<file path="src/rtl/als_spi_scheduler_if.sv">
// Host/sensor signal bundle for als_spi_scheduler: request/ack/readback plus the SPI pins.
interface als_spi_scheduler_if;
    logic [1:0]  req;
    logic [1:0]  ack;
    logic [15:0] rdata;
    logic        cs;
    logic        sck;
    logic        sdo;
    logic [7:0]  value;
    logic        value_valid;

    modport master (
        output req,
        output sdo,
        input  ack,
        input  rdata,
        input  cs,
        input  sck,
        input  value,
        input  value_valid
    );

    modport slave (
        input  req,
        input  sdo,
        output ack,
        output rdata,
        output cs,
        output sck,
        output value,
        output value_valid
    );
endinterface

</file>
<file path="src/rtl/als_spi_scheduler.sv">
// Round-robin scheduler of 16-bit SPI read frames from an ambient-light sensor.
// Define ALS_AUTO_SAMPLE_EN to add the periodic auto-sample source and value/value_valid.
module als_spi_scheduler #(
    parameter int unsigned CLK_DIV = 2,
    parameter int unsigned QUIET   = 8,
    parameter int unsigned PERIOD  = 1000000
) (
    input logic                clock,
    input logic                reset_n,
    als_spi_scheduler_if.slave bus
);
    typedef enum logic [2:0] {StIdle, StSetup, StShift, StDone, StHold} state_t;

    localparam logic [1:0] SrcTick   = 2'd2;
    localparam logic [7:0] DivLast   = 8'(CLK_DIV - 1);
    localparam logic [7:0] QuietLast = 8'(QUIET - 1);

    state_t      state_q;
    logic [7:0]  div_q;
    logic [3:0]  bit_q;
    logic [15:0] shift_q;
    logic [15:0] rdata_q;
    logic [1:0]  src_q;
    logic [1:0]  ack_q;
    logic        prio_q;
    logic        drop_q;
    logic        cs_q;
    logic        sck_q;
    logic        grant_vld;
    logic [1:0]  grant_src;

`ifdef ALS_AUTO_SAMPLE_EN
    localparam logic [31:0] PeriodLast = 32'(PERIOD - 1);

    logic [31:0] period_q;
    logic        tick_pend_q;
    logic        tick_now;
    logic [7:0]  value_q;
    logic        value_valid_q;

    assign tick_now = (period_q == PeriodLast);
`endif

    // prio_q = 1 means req[1] wins a tie; the tick only goes when no requester waits
    always_comb begin
        grant_vld = 1'b0;
        grant_src = 2'd0;
        if (bus.req == 2'b11) begin
            grant_vld = 1'b1;
            grant_src = {1'b0, prio_q};
        end else if (bus.req[0]) begin
            grant_vld = 1'b1;
            grant_src = 2'd0;
        end else if (bus.req[1]) begin
            grant_vld = 1'b1;
            grant_src = 2'd1;
        end
`ifdef ALS_AUTO_SAMPLE_EN
        else if (tick_pend_q) begin
            grant_vld = 1'b1;
            grant_src = SrcTick;
        end
`endif
    end

    always_ff @(posedge clock or negedge reset_n) begin
        if (!reset_n) begin
            state_q <= StIdle;
            div_q   <= '0;
            bit_q   <= '0;
            shift_q <= '0;
            rdata_q <= '0;
            src_q   <= '0;
            ack_q   <= '0;
            prio_q  <= 1'b0;
            drop_q  <= 1'b0;
            cs_q    <= 1'b1;
            sck_q   <= 1'b1;
`ifdef ALS_AUTO_SAMPLE_EN
            period_q      <= '0;
            tick_pend_q   <= 1'b0;
            value_q       <= '0;
            value_valid_q <= 1'b0;
`endif
        end else begin
            ack_q <= '0;
`ifdef ALS_AUTO_SAMPLE_EN
            value_valid_q <= 1'b0;
            period_q      <= tick_now ? '0 : period_q + 32'd1;
            // A fresh tick wins over the grant that consumes the old one
            if (tick_now) begin
                tick_pend_q <= 1'b1;
            end else if (state_q == StIdle && grant_vld && grant_src == SrcTick) begin
                tick_pend_q <= 1'b0;
            end
`endif
            // Sticky: a requester that lets go mid-frame forfeits its ack
            if (state_q != StIdle && src_q != SrcTick && !bus.req[src_q[0]]) begin
                drop_q <= 1'b1;
            end

            unique case (state_q)
                StIdle: begin
                    cs_q  <= 1'b1;
                    sck_q <= 1'b1;
                    if (grant_vld) begin
                        state_q <= StSetup;
                        cs_q    <= 1'b0;
                        src_q   <= grant_src;
                        div_q   <= '0;
                        drop_q  <= 1'b0;
                        if (grant_src != SrcTick) begin
                            prio_q <= ~grant_src[0];
                        end
                    end
                end
                StSetup: begin
                    if (div_q == DivLast) begin
                        state_q <= StShift;
                        sck_q   <= 1'b0;
                        div_q   <= '0;
                        bit_q   <= '0;
                    end else begin
                        div_q <= div_q + 8'd1;
                    end
                end
                StShift: begin
                    if (div_q != DivLast) begin
                        div_q <= div_q + 8'd1;
                    end else begin
                        div_q <= '0;
                        if (!sck_q) begin
                            sck_q   <= 1'b1;
                            shift_q <= {shift_q[14:0], bus.sdo};
                        end else if (bit_q == 4'd15) begin
                            state_q <= StDone;
                            cs_q    <= 1'b1;
                            rdata_q <= shift_q;
                            if (src_q == SrcTick) begin
`ifdef ALS_AUTO_SAMPLE_EN
                                value_q       <= shift_q[12:5];
                                value_valid_q <= 1'b1;
`endif
                            end else begin
                                ack_q[src_q[0]] <= bus.req[src_q[0]] && !drop_q;
                            end
                        end else begin
                            sck_q <= 1'b0;
                            bit_q <= bit_q + 4'd1;
                        end
                    end
                end
                StDone: begin
                    state_q <= StHold;
                    div_q   <= '0;
                end
                StHold: begin
                    if (div_q == QuietLast) begin
                        state_q <= StIdle;
                    end else begin
                        div_q <= div_q + 8'd1;
                    end
                end
                default: state_q <= StIdle;
            endcase
        end
    end

    assign bus.cs    = cs_q;
    assign bus.sck   = sck_q;
    assign bus.ack   = ack_q;
    assign bus.rdata = rdata_q;
`ifdef ALS_AUTO_SAMPLE_EN
    assign bus.value       = value_q;
    assign bus.value_valid = value_valid_q;
`else
    assign bus.value       = '0;
    assign bus.value_valid = 1'b0;
`endif
endmodule

</file>
<file path="src/flat_wrapper.sv">
// flat-port wrapper written by rule: the top's interface ports become plain ports
module als_spi_scheduler_flat 
#(
    parameter int unsigned CLK_DIV = 2,
    parameter int unsigned QUIET   = 8,
    parameter int unsigned PERIOD  = 1000000
)
  (clock, reset_n, bus_req, bus_sdo, bus_ack, bus_rdata, bus_cs, bus_sck, bus_value, bus_value_valid);
  als_spi_scheduler_if bus_i ();
  input logic clock;
  input logic reset_n;
  input wire logic [$bits(bus_i.req)-1:0] bus_req;
  input wire logic [$bits(bus_i.sdo)-1:0] bus_sdo;
  output wire logic [$bits(bus_i.ack)-1:0] bus_ack;
  output wire logic [$bits(bus_i.rdata)-1:0] bus_rdata;
  output wire logic [$bits(bus_i.cs)-1:0] bus_cs;
  output wire logic [$bits(bus_i.sck)-1:0] bus_sck;
  output wire logic [$bits(bus_i.value)-1:0] bus_value;
  output wire logic [$bits(bus_i.value_valid)-1:0] bus_value_valid;
  assign bus_i.req = bus_req;
  assign bus_i.sdo = bus_sdo;
  assign bus_ack = bus_i.ack;
  assign bus_rdata = bus_i.rdata;
  assign bus_cs = bus_i.cs;
  assign bus_sck = bus_i.sck;
  assign bus_value = bus_i.value;
  assign bus_value_valid = bus_i.value_valid;
  als_spi_scheduler #(.CLK_DIV(CLK_DIV), .QUIET(QUIET), .PERIOD(PERIOD)) u_core (.clock(clock), .reset_n(reset_n), .bus(bus_i));
endmodule
</file>
<file path="config.mk">
export PLATFORM = sky130hd
export DESIGN_NAME = als_spi_scheduler_flat
export DESIGN_NICKNAME = d
export VERILOG_FILES = /design/src/rtl/als_spi_scheduler_if.sv /design/src/rtl/als_spi_scheduler.sv /design/src/flat_wrapper.sv
export SDC_FILE = /design/constraint.sdc
export NUM_CORES = 1
export LEC_CHECK = 0
export ABC_CLOCK_PERIOD_IN_PS = 2500
export BUFFER_PORTS_ARGS = -buffer_cell sky130_fd_sc_hd__buf_2
export CORE_MARGIN = 4
export CORE_UTILIZATION = 51
export DETAILED_ROUTE_END_ITERATION = 12
export GPL_ROUTABILITY_DRIVEN = 0
export GPL_TIMING_DRIVEN = 0
export PLACE_DENSITY_LB_ADDON = 0.3
export SYNTH_ARGS = -nofsm -noshare
export SYNTH_HDL_FRONTEND = slang
export SYNTH_SLANG_ARGS = --single-unit
</file>
<file path="constraint.sdc">
create_clock -name clock -period 2.5 [get_ports clock]
set_clock_uncertainty 0.2 [all_clocks]
set_input_delay 0.375 -clock clock [delete_from_list [all_inputs] [get_ports clock]]
set_output_delay 0.375 -clock clock [all_outputs]
set_load 0.03 [all_outputs]
</file>
==> results of run 1 <==
-- per-layer routing --
layer | routed length (um) | vias up | track usage
met2 | 2350 | 46 | 0.278
met4 | 74 | 0 | 0.0670
met5 | 0 | - | 0
li1 | - | 864 | -
met1 | 2170 | 897 | 0.226
met3 | 204 | 7 | 0.0295
-- through the flow --
stage                     instances  instance area [um2]  setup slack (ns)
final                           328                 2990            0.0465
after global routing            328                 2990           -0.0201
after CTS                       326                 2960           0.00650
after detailed placement        313                 2820            -0.207
after global placement          313                 2820            -0.177
after floorplan                 222                 2610           -0.0126
-- path summary, 6_finish.rpt --
path                                          start                   to  slack (ns)  depth (start not counted)
worst max-delay path                u_core.div_q[7]    u_core.shift_q[5]        0.05                          6
worst min-delay path                        reset_n      u_core.div_q[2]        0.08                          1
worst max register to register      u_core.div_q[7]    u_core.shift_q[5]        0.05                          6
worst min register to register  u_core.bus.rdata[8]  u_core.bus.rdata[8]        0.30                          1
max in group asynchronous                   reset_n      u_core.div_q[0]        1.22                          1
min in group clock                          bus_sdo    u_core.shift_q[0]        0.10                          2
-- flip-flops by register name (all words and copies together) (netlist names), 2 cells and up --
register          count
u_core.bus.rdata     16
u_core.shift_q       16
u_core.bus.ack        2
u_core.div_q          8
u_core.bit_q          4
u_core.state_q        3
-- area by class of cell --
type | instances | area [um2]
fill | 401 | 1830
sequential | 54 | 1360
multi-input combinational | 144 | 1120
timing repair buffer | 34 | 215
buffer | 19 | 130
tap | 67 | 83.8
clock buffer | 6 | 72.6
inverter | 3 | 11.3
clock inverter | 1 | 7.51
-- critical path: stages (launching register included) --
cell      delay (ns)
dfrtp_1         0.40
or4_4           0.59
or3_1           0.34
buf_6           0.14
nand2b_4        0.19
buf_12          0.19
mux2_4          0.29
-- power groups by stage --
stage,combinational [mW],sequential [mW],clock [mW]
2_1_floorplan,0.0314,0.892,0
6_report,0.0532,0.874,0.463
4_1_cts,0.0541,0.874,0.475
3_3_place_gp,0.0538,0.891,0
3_5_place_dp,0.0539,0.892,0
5_1_grt,0.0599,0.875,0.503
-- what timing repair did --
item                       4_1_cts  5_1_grt
hold buffers                     0        0
setup buffers                    7        2
setup endpoints to repair       23        8
pin swaps                        0        0
resized for setup                3        4
gates cloned                     1        0
-- cells in the mapped netlist (2+ instances only) --
cell type	number	area, um2
mux2i_1	2	20.0
nor4b_1	2	17.5
nor2_1	5	18.8
mux2_2	16	180
or3_1	3	18.8
mux2_4	10	150
or2_2	3	18.8
ha_1	3	37.5
o31ai_1	7	52.6
and3_1	2	12.5
mux2_1	7	78.8
inv_1	3	11.3
xor2_1	2	17.5
nand4_1	3	18.8
nor3_1	4	20.0
buf_6	3	33.8
nand3_1	6	30.0
nor4_1	3	18.8
buf_2	2	10.0
nand2_1	9	33.8
buf_4	9	67.6
o21ai_0	6	30.0
o22ai_1	2	12.5
clkbuf_1	7	26.3
nand2b_1	4	25.0
dfstp_2	2	52.6
o211ai_1	2	15.0
and2_1	2	12.5
dfrtp_1	52	1300
or4_1	5	37.5
a31oi_1	5	31.3
a21oi_1	10	50.1
-- kinds of logic (layout without fill, tap and decap cells) --
logic type      count (synthesis)  after routing  synth area share
compound gates                 40             40             0.101
fa+ha+maj                       3              3            0.0146
mux                            35             35             0.167
buf+inv                        24             63            0.0579
other cells                     1              9           0.00146
flops                          54             54             0.526
xor+xnor                        2              2           0.00681
simple gates                   55             55             0.125
==> results.md, run 1 <==
* Clk root buf: clkbuf_8
* Net Sw Power at 311 uW
* Mapped Cells at 214
* Syn Std Cell Area at 2570 um2
* Clock Power Share at 0.333
* Seq/Total Area, Yosys at 0.526
* Critical Path End Type: flop
* Largest net degree at the start of global routing at 55
* Async S/R FF share, synth at 1.00
* Total power at 1.39 mW
* Core area at 4820 um2
* Fin crit share at 0.981
* Fin Hold WS at 0.0809 ns
* CTS Sinks at 54
* DRT antenna net count at 0
* Sw Ratio at 0.223
* Most common cell after layout, fill and taps aside: dfrtp_1
* Synthesis-stage register bit count at 54
* Hold Vio Cnt, Final at 0
* Final HPWL DP at 3.21 mm
* Clock-pin slew on the worst setup and hold paths at 0.09 ns
* CP max FO at 6
* Initial Util at 0.534
* First-pass GRT wire length at 8.39 mm
* Final setup TNS at 0 ns
* Int Power at 1.08 mW
* H-tree Lvls at 2
* Share of cells above drive strength 1 at 0.345
* Avg WL per Cell at 14.6 um
* Die X-Extent at 79.0 um
* Commonest cells after routing, fill and taps aside: dfrtp_1 (51), buf_2 (25), buf_4 (18)
* Worst endpoint required time at 2.49 ns
* Sequential fraction of design power at 0.629
* Min cycle time layout at 2.45 ns
* VDD IR max at 0.423 mV
* Average size of a mapped cell at 12.0 um2
* Tot GR Track Use at 0.170
* Hold crit path type: in2async
* # Max-Cap Violations at 0
* Outcome: completed
* Vias at 1814
* Yosys warning count at 0
* Worst-margin pin slew at 1.16 ns
* Clk buf depth at 2
* Global route overflow at 0
* Antenna violations before repair at 0
* Kind of critical path: reg2reg
* Drt pass-1 iters at 4
* Final WL at 4.80 mm
* Library cells used by synthesis at 45
* CTS tree: yes
* # rows at 25
* First-iteration detailed-routing DRC count at 149
* Die height at 79.0 um
* Data arrival, critical path at 2.45 ns
* I/O Buffers at 24
* Synth Flop Type: dfrtp_1
* Fin util at 0.621
* P_leak at 1.49 nW
* Post-DR vias/cell at 5.53
* Drc violations at 0
* Post-synth EDFFs at 0
* Pwr dens at 465 nW/um2
* Cts bufs inserted at 5
* Area Growth Syn to Fin at 16.2%
* Final Setup Violations at 0
* # IOs at 34
* Setup repair after global routing missed its margin: yes
* Vias in the first global route at 1786
* Fmax at 0.408 GHz
* Startpoint Class: flop
* Nets at 269
* Max Slew Vio Count at 0
* Diodes inserted at 0
* Worst-Skew Late Latency at 0.31 ns
* Worst slew margin at 0.229
* DIE AREA at 6250 um2
* Combinational share of power at 0.038
(Power assumes the default switching activity.)
==> inputs of run 2 (changes only) <==
Settings changed: BUFFER_PORTS_ARGS -buffer_cell sky130_fd_sc_hd__buf_2 to -buffer_cell sky130_fd_sc_hd__clkbuf_2, SETUP_SLACK_MARGIN set to 0.05.
==> results.md, run 2 (synthesized netlist as in run 1, its figures left out) <==
* Outcome: completed
* Crit-path cells: or4_4, buf_4, nor4_2, nand3_2, buf_6, mux2_1
* First-iteration detailed-routing DRC count at 219 (+47%)
* CP bufs+invs at 2 (unchanged)
* Clk root buf: clkbuf_8
* I/O Buffers at 24 (unchanged)
* Startpoint Class: flop
* Final setup TNS at 0 ns (unchanged)
* Antenna violations before repair at 0 (unchanged)
* Diodes inserted at 0 (unchanged)
* CTS Sinks at 54 (unchanged)
* Data arrival, critical path at 2.40 ns (-0.05 ns)
* Commonest cells after routing, fill and taps aside: dfrtp_1 (52), clkbuf_2 (23), buf_4 (20)
* Drt pass-1 iters at 4 (unchanged)
* Worst endpoint required time at 2.48 ns (about the same)
* Area Growth Syn to Fin at 21.2%
* Final WL at 4.91 mm (+2.2%)
* CTS tree: yes
* Worst-margin pin slew at 0.756 ns (-0.401 ns)
* Largest net degree at the start of global routing at 55 (unchanged)
* Fmax at 0.413 GHz (+1.3%)
* Core area at 4820 um2 (unchanged)
* DIE AREA at 6250 um2 (unchanged)
* CP max FO at 10 (+4)
* First-pass GRT wire length at 8.58 mm (+2.2%)
* Pwr dens at 486 nW/um2 (+4.6%)
* Nets at 273 (+1.5%)
* H-tree Lvls at 2 (unchanged)
* Global route overflow at 0 (unchanged)
* DRT antenna net count at 0 (unchanged)
* # IOs at 34 (unchanged)
* Fin Hold WS at 0.106 ns (+0.0254 ns)
* Fin crit share at 0.969 (-0.0125)
* Max Slew Vio Count at 0 (unchanged)
* Hold Vio Cnt, Final at 0 (unchanged)
* Hold crit path type: in2reg
* Tot GR Track Use at 0.171 (+0.000941)
* Final HPWL DP at 3.07 mm (-4.4%)
* Vias in the first global route at 1816 (+1.7%)
* Avg WL per Cell at 14.8 um (+0.98%)
* CP max-delay cell: or4_4
* Fillcell total at 371 (-7.5%)
* Crit-path leading delay family: simple AND/OR/NAND/NOR gates
* CP max stage delay at 0.58 ns (about the same)
* Worst slew margin at 0.492 (+0.263)
* Cts bufs inserted at 5 (unchanged)
* # rows at 25 (unchanged)
* Die X-Extent at 79.0 um (unchanged)
* Vias at 1806 (-0.44%)
* # Max-Cap Violations at 0 (unchanged)
* Kind of critical path: reg2reg
* Post-placement setup slack at -0.184 ns (+0.0232 ns)
* Setup repair after global routing missed its margin: yes
* Worst-Skew Late Latency at 0.30 ns (about the same)
* Initial Util at 0.534 (unchanged)
* Drc violations at 0 (unchanged)
* Share of cells above drive strength 1 at 0.381 (+0.0363)
* Post-DR vias/cell at 5.44 (-1.6%)
* PnR worst setup slack at 0.0776 ns (+0.0311 ns)
* Dpl cell area at 2820 um2 (unchanged)
* Min cycle time layout at 2.42 ns (-0.0311 ns)
* Final Setup Violations at 0 (unchanged)
* Most common cell after layout, fill and taps aside: dfrtp_1
* Critical Path End Type: flop
* Design Area, Final at 3120 um2 (+4.3%)
* Die height at 79.0 um (unchanged)
* Clk buf depth at 2 (unchanged)
* VDD IR max at 0.480 mV (+14%)
* Clock-pin slew on the worst setup and hold paths at 0.09 ns (about the same)
* P_leak at 1.54 nW (+2.9%)
[run 2: cell types whose count changed in the layout (fill, tap and decap cells not counted), moves of 2 or more]
cell and change:
buf_2 -24, buf_4 +2, clkbuf_1 -2, clkbuf_2 +23
or3_1 -2, or3_4 +2
[run 2: power by group]
part / internal [mW] / switching [mW]
Combinational: 0.0181 / 0.0400
Sequential: 0.874 / 0.000678
Clock: 0.320 / 0.265
[run 2: through the flow]
step                      std cells   util  power [mW]
after global placement          313  0.585       0.945
after global routing            332  0.648        1.57
after floorplan                 222      -       0.923
after detailed placement        313  0.585       0.946
final                           332  0.648        1.52
after CTS                       331  0.633        1.53
[run 2: layout make-up]
| type | count | area [um2] | area share |
|---|---|---|---|
| Multi-Input combinational cell | 144 | 1150 | 0.369 |
| Clock buffer | 6 | 82.6 | 0.0265 |
| Clock inverter | 1 | 30.0 | 0.00962 |
| Sequential cell | 54 | 1350 | 0.434 |
| Buffer | 18 | 136 | 0.0437 |
| Timing Repair Buffer | 39 | 272 | 0.0870 |
| Inverter | 3 | 11.3 | 0.00361 |
| Tap cell | 67 | 83.8 | 0.0269 |
[run 2: layer usage]
| layer | vias to the layer above | wire, um | global-route usage |
|---|---|---|---|
| met5 | - | 0 | 0 |
| met4 | 0 | 76 | 0.0464 |
| met3 | 9 | 206 | 0.0351 |
| met2 | 57 | 2440 | 0.284 |
| met1 | 874 | 2190 | 0.229 |
| li1 | 866 | - | - |
[run 2: worst paths after layout]
check	from	endpoint	slack [ns]	cells after the start
setup / recovery	u_core.div_q[5]	u_core.bus.rdata[15]	0.08	6
hold reg to reg	u_core.bus.rdata[9]	u_core.bus.rdata[9]	0.30	1
max in group asynchronous	reset_n	u_core.bus.cs	1.19	3
min in group asynchronous	reset_n	u_core.bit_q[2]	0.33	2
hold / removal	bus_sdo	u_core.shift_q[0]	0.11	2
setup reg to reg	u_core.div_q[5]	u_core.bus.rdata[15]	0.08	6
[run 2: timing repair]
item,in CTS,in global routing
resized for setup,6,12
gates cloned,1,0
pin swaps,2,3
endpoints found under the setup margin,31,39
endpoints found under the hold margin,0,17
hold buffers,0,1
buffers inserted,11,1
